$ cat src/rtl/master_port_serial_if.sv
// Slave-side bus of the serial master port: command handshake, split control
// and the three one-bit serial lanes.
interface master_port_serial_if;
    logic read_en;
    logic write_en;
    logic master_valid;
    logic master_ready;
    logic tx_address;
    logic tx_data;
    logic slave_ready;
    logic slave_valid;
    logic split_en;
    logic rx_data;

    modport master (
        output read_en, write_en, master_valid, master_ready, tx_address, tx_data,
        input  slave_ready, slave_valid, split_en, rx_data
    );

    modport slave (
        input  read_en, write_en, master_valid, master_ready, tx_address, tx_data,
        output slave_ready, slave_valid, split_en, rx_data
    );
endinterface

$ cat src/rtl/master_port_serial.sv
// Serial bus master: handshakes a command, shifts address and write data out
// LSB first, and assembles serial read data, with slave split and timeout.
module master_port_serial #(
    parameter int ADDR_W  = 12,
    parameter int DATA_W  = 8,
    parameter int TIMEOUT = 255
) (
    input  logic              clk,
    input  logic              reset,
    input  logic              req,
    input  logic              rw,
    input  logic [ADDR_W-1:0] addr_in,
    input  logic [DATA_W-1:0] wdata_in,
    output logic [DATA_W-1:0] rdata_out,
    output logic              busy,
    output logic              done,
    output logic              timeout_err,
    master_port_serial_if.master bus
);

    localparam int MAX_W = (ADDR_W > DATA_W) ? ADDR_W : DATA_W;
    localparam int CNT_W = $clog2(MAX_W + 1);
    localparam int TMO_W = $clog2(TIMEOUT + 1);

    typedef enum logic [2:0] {
        S_IDLE, S_REQ, S_ADDR, S_WDATA, S_RWAIT, S_RDATA, S_DONE
    } state_t;

    state_t            state_reg;
    state_t            state_next;
    logic              rw_reg;
    logic [ADDR_W-1:0] addr_sh_reg;
    logic [DATA_W-1:0] wdata_sh_reg;
    logic [DATA_W-1:0] rx_sh_reg;
    logic [DATA_W-1:0] rdata_reg;
    logic [CNT_W-1:0]  cnt_reg;
    logic [TMO_W-1:0]  tmo_reg;
    logic              timeout_reg;

    logic              addr_last;
    logic              data_last;
    logic              tmo_hit;
    logic              rx_start;
    logic [DATA_W-1:0] rx_shift;

    assign addr_last = (cnt_reg == CNT_W'(ADDR_W - 1));
    assign data_last = (cnt_reg == CNT_W'(DATA_W - 1));
    assign tmo_hit   = (tmo_reg == TMO_W'(TIMEOUT - 1));
    // A split slave may wiggle slave_valid; only an unsplit valid starts the read.
    assign rx_start  = (state_reg == S_RWAIT) && bus.slave_valid && !bus.split_en;
    assign rx_shift  = DATA_W'({bus.rx_data, rx_sh_reg} >> 1);

    always_ff @(posedge clk) begin
        if (!reset) begin
            state_reg <= S_IDLE;
        end else begin
            state_reg <= state_next;
        end
    end

    always_comb begin
        state_next = state_reg;
        case (state_reg)
            S_IDLE: begin
                if (req) state_next = S_REQ;
            end
            S_REQ: begin
                if (bus.slave_ready)  state_next = S_ADDR;
                else if (tmo_hit)     state_next = S_IDLE;
            end
            S_ADDR: begin
                if (addr_last) state_next = rw_reg ? S_WDATA : S_RWAIT;
            end
            S_WDATA: begin
                if (data_last) state_next = S_DONE;
            end
            S_RWAIT: begin
                // cnt_reg is zero here, so data_last only holds for one-bit data
                if (rx_start) state_next = data_last ? S_DONE : S_RDATA;
            end
            S_RDATA: begin
                if (data_last) state_next = S_DONE;
            end
            S_DONE: begin
                state_next = S_IDLE;
            end
            default: begin
                state_next = S_IDLE;
            end
        endcase
    end

    always_ff @(posedge clk) begin
        if (!reset) begin
            rw_reg       <= 1'b0;
            addr_sh_reg  <= '0;
            wdata_sh_reg <= '0;
            rx_sh_reg    <= '0;
            rdata_reg    <= '0;
            cnt_reg      <= '0;
            tmo_reg      <= '0;
            timeout_reg  <= 1'b0;
        end else begin
            timeout_reg <= 1'b0;
            case (state_reg)
                S_IDLE: begin
                    if (req) begin
                        rw_reg       <= rw;
                        addr_sh_reg  <= addr_in;
                        wdata_sh_reg <= wdata_in;
                        rx_sh_reg    <= '0;
                        cnt_reg      <= '0;
                        tmo_reg      <= '0;
                    end
                end
                S_REQ: begin
                    if (!bus.slave_ready) begin
                        if (tmo_hit) timeout_reg <= 1'b1;
                        else         tmo_reg     <= tmo_reg + TMO_W'(1);
                    end
                end
                S_ADDR: begin
                    addr_sh_reg <= addr_sh_reg >> 1;
                    cnt_reg     <= addr_last ? '0 : cnt_reg + CNT_W'(1);
                end
                S_WDATA: begin
                    wdata_sh_reg <= wdata_sh_reg >> 1;
                    cnt_reg      <= cnt_reg + CNT_W'(1);
                end
                S_RWAIT: begin
                    if (rx_start) begin
                        rx_sh_reg <= rx_shift;
                        cnt_reg   <= cnt_reg + CNT_W'(1);
                        if (data_last) rdata_reg <= rx_shift;
                    end
                end
                S_RDATA: begin
                    // The slave streams without gaps once it has started.
                    rx_sh_reg <= rx_shift;
                    cnt_reg   <= cnt_reg + CNT_W'(1);
                    if (data_last) rdata_reg <= rx_shift;
                end
                default: begin
                end
            endcase
        end
    end

    assign rdata_out   = rdata_reg;
    assign timeout_err = timeout_reg;

    always_comb begin
        busy             = (state_reg != S_IDLE);
        done             = (state_reg == S_DONE);
        bus.read_en      = 1'b0;
        bus.write_en     = 1'b0;
        bus.master_valid = 1'b0;
        bus.master_ready = 1'b0;
        bus.tx_address   = 1'b0;
        bus.tx_data      = 1'b0;
        case (state_reg)
            S_REQ: begin
                bus.master_valid = 1'b1;
                bus.write_en     = rw_reg;
                bus.read_en      = !rw_reg;
            end
            S_ADDR: begin
                bus.master_valid = 1'b1;
                bus.write_en     = rw_reg;
                bus.read_en      = !rw_reg;
                bus.tx_address   = addr_sh_reg[0];
            end
            S_WDATA: begin
                bus.master_valid = 1'b1;
                bus.write_en     = 1'b1;
                bus.tx_data      = wdata_sh_reg[0];
            end
            S_RWAIT: begin
                bus.read_en      = 1'b1;
                bus.master_ready = !bus.split_en;
            end
            S_RDATA: begin
                bus.read_en      = 1'b1;
                bus.master_ready = 1'b1;
            end
            default: begin
            end
        endcase
    end

endmodule

$ cat src/flat_wrapper.sv
// flat-port wrapper written by rule: the top's interface ports become plain ports
module master_port_serial_flat 
#(
    parameter int ADDR_W  = 12,
    parameter int DATA_W  = 8,
    parameter int TIMEOUT = 255
)
  (clk, reset, req, rw, addr_in, wdata_in, rdata_out, busy, done, timeout_err, bus_read_en, bus_write_en, bus_master_valid, bus_master_ready, bus_tx_address, bus_tx_data, bus_slave_ready, bus_slave_valid, bus_split_en, bus_rx_data);
  master_port_serial_if bus_i ();
  input  logic clk;
  input  logic reset;
  input  logic req;
  input  logic rw;
  input  logic [ADDR_W-1:0] addr_in;
  input  logic [DATA_W-1:0] wdata_in;
  output logic [DATA_W-1:0] rdata_out;
  output logic busy;
  output logic done;
  output logic timeout_err;
  output wire logic [$bits(bus_i.read_en)-1:0] bus_read_en;
  output wire logic [$bits(bus_i.write_en)-1:0] bus_write_en;
  output wire logic [$bits(bus_i.master_valid)-1:0] bus_master_valid;
  output wire logic [$bits(bus_i.master_ready)-1:0] bus_master_ready;
  output wire logic [$bits(bus_i.tx_address)-1:0] bus_tx_address;
  output wire logic [$bits(bus_i.tx_data)-1:0] bus_tx_data;
  input wire logic [$bits(bus_i.slave_ready)-1:0] bus_slave_ready;
  input wire logic [$bits(bus_i.slave_valid)-1:0] bus_slave_valid;
  input wire logic [$bits(bus_i.split_en)-1:0] bus_split_en;
  input wire logic [$bits(bus_i.rx_data)-1:0] bus_rx_data;
  assign bus_read_en = bus_i.read_en;
  assign bus_write_en = bus_i.write_en;
  assign bus_master_valid = bus_i.master_valid;
  assign bus_master_ready = bus_i.master_ready;
  assign bus_tx_address = bus_i.tx_address;
  assign bus_tx_data = bus_i.tx_data;
  assign bus_i.slave_ready = bus_slave_ready;
  assign bus_i.slave_valid = bus_slave_valid;
  assign bus_i.split_en = bus_split_en;
  assign bus_i.rx_data = bus_rx_data;
  master_port_serial #(.ADDR_W(ADDR_W), .DATA_W(DATA_W), .TIMEOUT(TIMEOUT)) u_core (.clk(clk), .reset(reset), .req(req), .rw(rw), .addr_in(addr_in), .wdata_in(wdata_in), .rdata_out(rdata_out), .busy(busy), .done(done), .timeout_err(timeout_err), .bus(bus_i));
endmodule
$ cat config.mk
export PLATFORM = sky130hd
export DESIGN_NAME = master_port_serial_flat
export DESIGN_NICKNAME = d
export VERILOG_FILES = /design/src/rtl/master_port_serial_if.sv /design/src/rtl/master_port_serial.sv /design/src/flat_wrapper.sv
export SDC_FILE = /design/constraint.sdc
export NUM_CORES = 1
export LEC_CHECK = 0
export CAP_MARGIN = 20
export CELL_PAD_IN_SITES_DETAIL_PLACEMENT = 1
export CELL_PAD_IN_SITES_GLOBAL_PLACEMENT = 1
export CORE_AREA = 2 2 81 83
export DETAILED_ROUTE_END_ITERATION = 8
export DIE_AREA = 0 0 83 85
export PLACE_DENSITY = 0.78
export REMOVE_ABC_BUFFERS = 1
export SLEW_MARGIN = 20
export SYNTH_ARGS = -nofsm -noshare
export SYNTH_HDL_FRONTEND = slang
export SYNTH_SLANG_ARGS = --single-unit
$ cat constraint.sdc
create_clock -name clk -period 2.54 [get_ports clk]
set_input_delay 0.508 -clock clk [delete_from_list [all_inputs] [get_ports clk]]
set_output_delay 0.508 -clock clk [all_outputs]
set_load 0.02 [all_outputs]
Word-level counts from Yosys, hierarchy flattened
Index checks and enable logic that the tools add are counted.
{"block": "word_totals", "ff_bits": 53, "out_inout_bits": 17}
{"block": "op_classes", "addsub": 2, "eq_ne": 16, "muxes": 33, "bitwise": 2, "reduce_logical": 25}
{"operator": "two-way mux 8 bit", "n": 7}
{"operator": "one-hot mux 8 bit (2 select lines)", "n": 3}
{"operator": "one-hot mux 12 bit (2 select lines)", "n": 1}
{"operator": "one-hot mux 8 bit (3 select lines)", "n": 1}
{"operator": "two-way mux 3 bit", "n": 7}
{"operator": "one-hot mux 4 bit (4 select lines)", "n": 1}
{"operator": "one-hot mux 3 bit (5 select lines)", "n": 1}
{"operator": "two-way mux 12 bit", "n": 1}
{"operator": "two-way mux 4 bit", "n": 3}
{"operator": "== test 3 bit (second input constant)", "n": 3}
{"operator": "adder 8 x 1 -> 8 bit (second input constant)", "n": 1}
{"operator": "== test 8 bit (second input constant)", "n": 1}
{"operator": "AND reduction 2 bit", "n": 4}
{"operator": "nonzero test 2 bit", "n": 4}
{"operator": "== test 3 x 2 -> 1 bit (second input constant)", "n": 2}
{"operator": "inequality test 2 x 1 -> 1 bit (second input constant)", "n": 3}
{"operator": "inequality test 2 bit (second input constant)", "n": 3}
{"operator": "one-hot mux 1 bit (2 select lines)", "n": 3}
{"operator": "AND reduction 3 bit", "n": 2}
{"operator": "nonzero test 3 bit", "n": 2}
{"operator": "OR reduction 2 bit", "n": 3}
{"operator": "OR reduction 3 bit", "n": 2}
{"operator": "AND reduction 5 bit", "n": 1}
{"operator": "adder 4 x 1 -> 4 bit (second input constant)", "n": 1}
{"operator": "other kinds (12)", "n": 18}

Depth between registers and ports, before layout
{"block": "logic_depth", "depth_word": 5, "depth_mapped": 8}

Worst setup path before layout
OpenSTA, ideal clock, no wires.
{"block": "synth_timing", "path_type": "reg2out", "from": "reg u_core.state_reg[2]", "to": "out bus_tx_address", "arrival_time_ns": 1.415, "slack_ns": 0.617, "stages_incl_launch_ff": 7, "path_buffers": 3, "path_cell_list": "dfxtp_1 > buf_4 > nand2b_1 > nand2b_1 > clkbuf_1 > clkbuf_1 > nor2_1"}
{"block": "synth_via", "elab_chain_len": 2}
{"item": "from (decl)", "line_no": "master_port_serial.sv:29", "rtl": "state_t state_reg;"}
{"item": "from (signal assigned)", "line_no": "master_port_serial.sv:57", "rtl": "state_reg <= state_next;"}
{"item": "== test 3 x 2 -> 1 bit", "line_no": "master_port_serial.sv:161", "rtl": "case (state_reg)"}
{"item": "two-way mux 1 bit", "line_no": "master_port_serial.sv:161"}
{"item": "to (decl)", "line_no": "flat_wrapper.sv:24", "rtl": "output wire logic [$bits(bus_i.tx_address)-1:0] bus_tx_address;"}
Every way passes these cells.

Final worst setup path
{"block": "layout_timing", "from": "reg u_core.state_reg[0]", "to": "out bus_tx_data"}
{"block": "layout_via", "elab_chain_len": 2}
{"item": "== test 3 x 2 -> 1 bit", "line_no": "master_port_serial.sv:161"}
{"item": "two-way mux 1 bit", "line_no": "master_port_serial.sv:161"}
{"item": "to (decl)", "line_no": "flat_wrapper.sv:25", "rtl": "output wire logic [$bits(bus_i.tx_data)-1:0] bus_tx_data;"}
Every way passes these cells.

==> qor.csv <==
metric,value,unit
gp_congestion,0.751,
setup_viol,0,
die-area,0.00706,mm2
synth_cell_types,48,
synthCells,300,
grt_start_max_net_pins,24,
htree_levels,2,
r2r_cells,6,
powerDensity,853,mW/mm2
die_w,83,um
diodes,0,
hp-start,u_core.rdata_out[0],
dp_hpwl,4.53,mm
die_h,85,um
grt-ovfl-total,0,
critPathLaunchType,register,
setup.worst_path.class,register to output port,
arrival,1.88,ns
required,2.03,ns
rows,29,
grt_use_total,17.9,%
port_buffers,44,
fin_nets,375,
drt_pass1_iterations,4,
max_cap_violations,0,
fillCellCount,757,
finalMaxSlewViolations,0,
synth_area_leaders,"dfxtp_1, nand2_1, a21oi_1",
remaining_drc_errors,0,
cts_buffers,5,
timing.final.hold_violations,0,
finClkSkew,0.00876,ns
min_to,u_core.rdata_out[0],
fin_setup_tns,0,ns
yosys.area.top_type,dfxtp_1,
finalPower,0.00262,W
hold_depth,2,
clock.fmax,419,MHz
wirelength,6.19,mm
synthFlopType,dfxtp_1,
slew_headroom,46.2,%
end_kind,output port,
cts_tree,done,
timing.rr.start,u_core.cnt_reg[0],
largest_reg_flops,12,
detail_route.wl_per_cell,14.7,um
viasPerCell,5.37,
leakage,1.08,nW
grt_pass1_vias,2323,
cts_root_buffer,clkbuf_8,
post-route-period-util,93.9,%
dr.first_iter.drc_count,87,
antenna_found_initial,0,
async_reset_ff_share,0,%
crit_fanout,8,
area_delta_synth_final,26.2,%
status,completed,
ir_drop,0.338,mV
cts_hold_buf,0,
ios,45,
ys_warn_count,0,
via_count,2267,
ys_seq_area_share,42.7,%
synth_edf_count,0,
core_area,0.00620,mm2
synth_area,0.00244,mm2
reg2reg_slack,0.59,ns
rsz0062_at_grt,no,
rr_endpoint,u_core.state_reg[1],
fin_crit,2.39,ns
yosysTopAreaCellShare,42.7,%
drtAntennaViolNets,0,
drive_above_1_share,8.70,%
hold_path_class,register to register,
start_util,39.3,%
grt_pass1_wl,10.6,mm
clk_pin_slew,0.10,ns
syn_avg_cell_area,8.13,um2
cts_sinks,52,
worst_pin_slew,0.786,ns
synth_seq_cells,52,
cts_buffer_depth,2,
worstSkewPairLatency,0.31,ns
synthesized netlist by cell type (2+ instances only):
cell type and n:
a2111oi_0 2, a211oi_1 2, a21oi_1 31, a22oi_1 12, a311oi_1 10, a31oi_1 2, and2_1 2, buf_2 2
buf_6 2, clkbuf_1 15, dfxtp_1 52, ha_1 3, inv_1 8, nand2_1 50, nand2b_1 3, nand3_1 12
nor2_1 36, nor2b_1 4, nor3_1 4, o211ai_1 3, o21a_1 2, o21ai_0 7, o21ba_4 2, o221ai_1 2
or3_1 4, xnor2_1 6
layout by cell type (no fill, tap or decap), drive strengths merged, types with 4 or more instances in the layout:
cell type and instances:
a311oi 10, nand2b 4, clkdlybuf4s50 43, or3 4, inv 8, buf 13, nor2b 4, clkbuf 6
o21ai 8, a21oi 31, nand3 12, nor2 36, xnor2 6, dfxtp 52, nor3 5, a22oi 12
nand2 50
metrics by stage:
| stage | setup slack (ns) | instances | hold slack [ns] | util [%] | area [um2] |
|---|---|---|---|---|---|
| floorplan | 0.394 | 280 | 0.432 | - | 2340 |
| global placement | 0.315 | 414 | 0.439 | 48.0 | 2980 |
| detailed placement | 0.252 | 414 | 0.454 | 48.0 | 2980 |
| CTS | 0.0838 | 422 | 0.470 | 49.6 | 3080 |
| global route | 0.0751 | 422 | 0.489 | 49.6 | 3080 |
| finish | 0.154 | 422 | 0.463 | 49.6 | 3080 |
cell type report:
type,instances,area (um2),area share (%)
clock inverter,2,15.0,0.488
sequential,52,1040,33.9
multi-input combinational,220,1270,41.3
tap,77,96.3,3.13
inverter,8,30.0,0.976
clock buffer,6,82.6,2.68
timing repair buffer,57,541,17.6
logic make-up after synthesis:
| kind of cell | after synthesis | synth area share, % |
|---|---|---|
| adder cells (fa/ha/maj) | 3 | 1.54 |
| flip-flops | 52 | 42.7 |
| XOR/XNOR | 6 | 2.15 |
| AND/OR/NAND/NOR | 130 | 26.0 |
| buffers and inverters | 28 | 5.18 |
| AO/OA/AOI/OAI | 80 | 22.0 |
| multiplexers | 1 | 0.410 |
repair_timing:
item / CTS / global route
buffers inserted: 0 / 0
setup endpoints to repair: 1 / 1
resized for setup: 1 / 1
pin swaps: 0 / 0
worst max-delay path by stage:
stage                   startpoint                  end  slack, ns  cells past startpoint
2_1_floorplan  u_core.state_reg[2]       bus_tx_address       0.39                      3
3_3_place_gp       bus_slave_valid  u_core.rx_sh_reg[4]       0.31                      7
3_5_place_dp       bus_slave_ready    u_core.tmo_reg[7]       0.25                      6
4_1_cts        u_core.state_reg[1]          bus_read_en       0.08                      5
5_1_grt        u_core.state_reg[1]       bus_tx_address       0.08                      4
6_report       u_core.state_reg[0]          bus_tx_data       0.15                      4
layer usage:
layer  share of wire, %  GRT usage, %
met5                  0             0
met4               0.87          5.22
met3                2.6          3.21
met2                 49          31.1
met1                 47          23.0
critical path: stages, from the launching register on:
cell             delay [ns]
dfxtp_1                0.38
inv_1                  0.16
nor3_2                 0.24
and2_1                 0.18
clkdlybuf4s50_1        0.60
power breakdown:
part           switching, W  internal (W)  leakage (nW)
Clock              0.000275      0.000221        0.0434
Sequential        0.0000965      0.000970         0.423
Combinational      0.000616      0.000447         0.617
Total              0.000988       0.00164          1.08
Note: power is estimated with default switching activity, not from simulation.
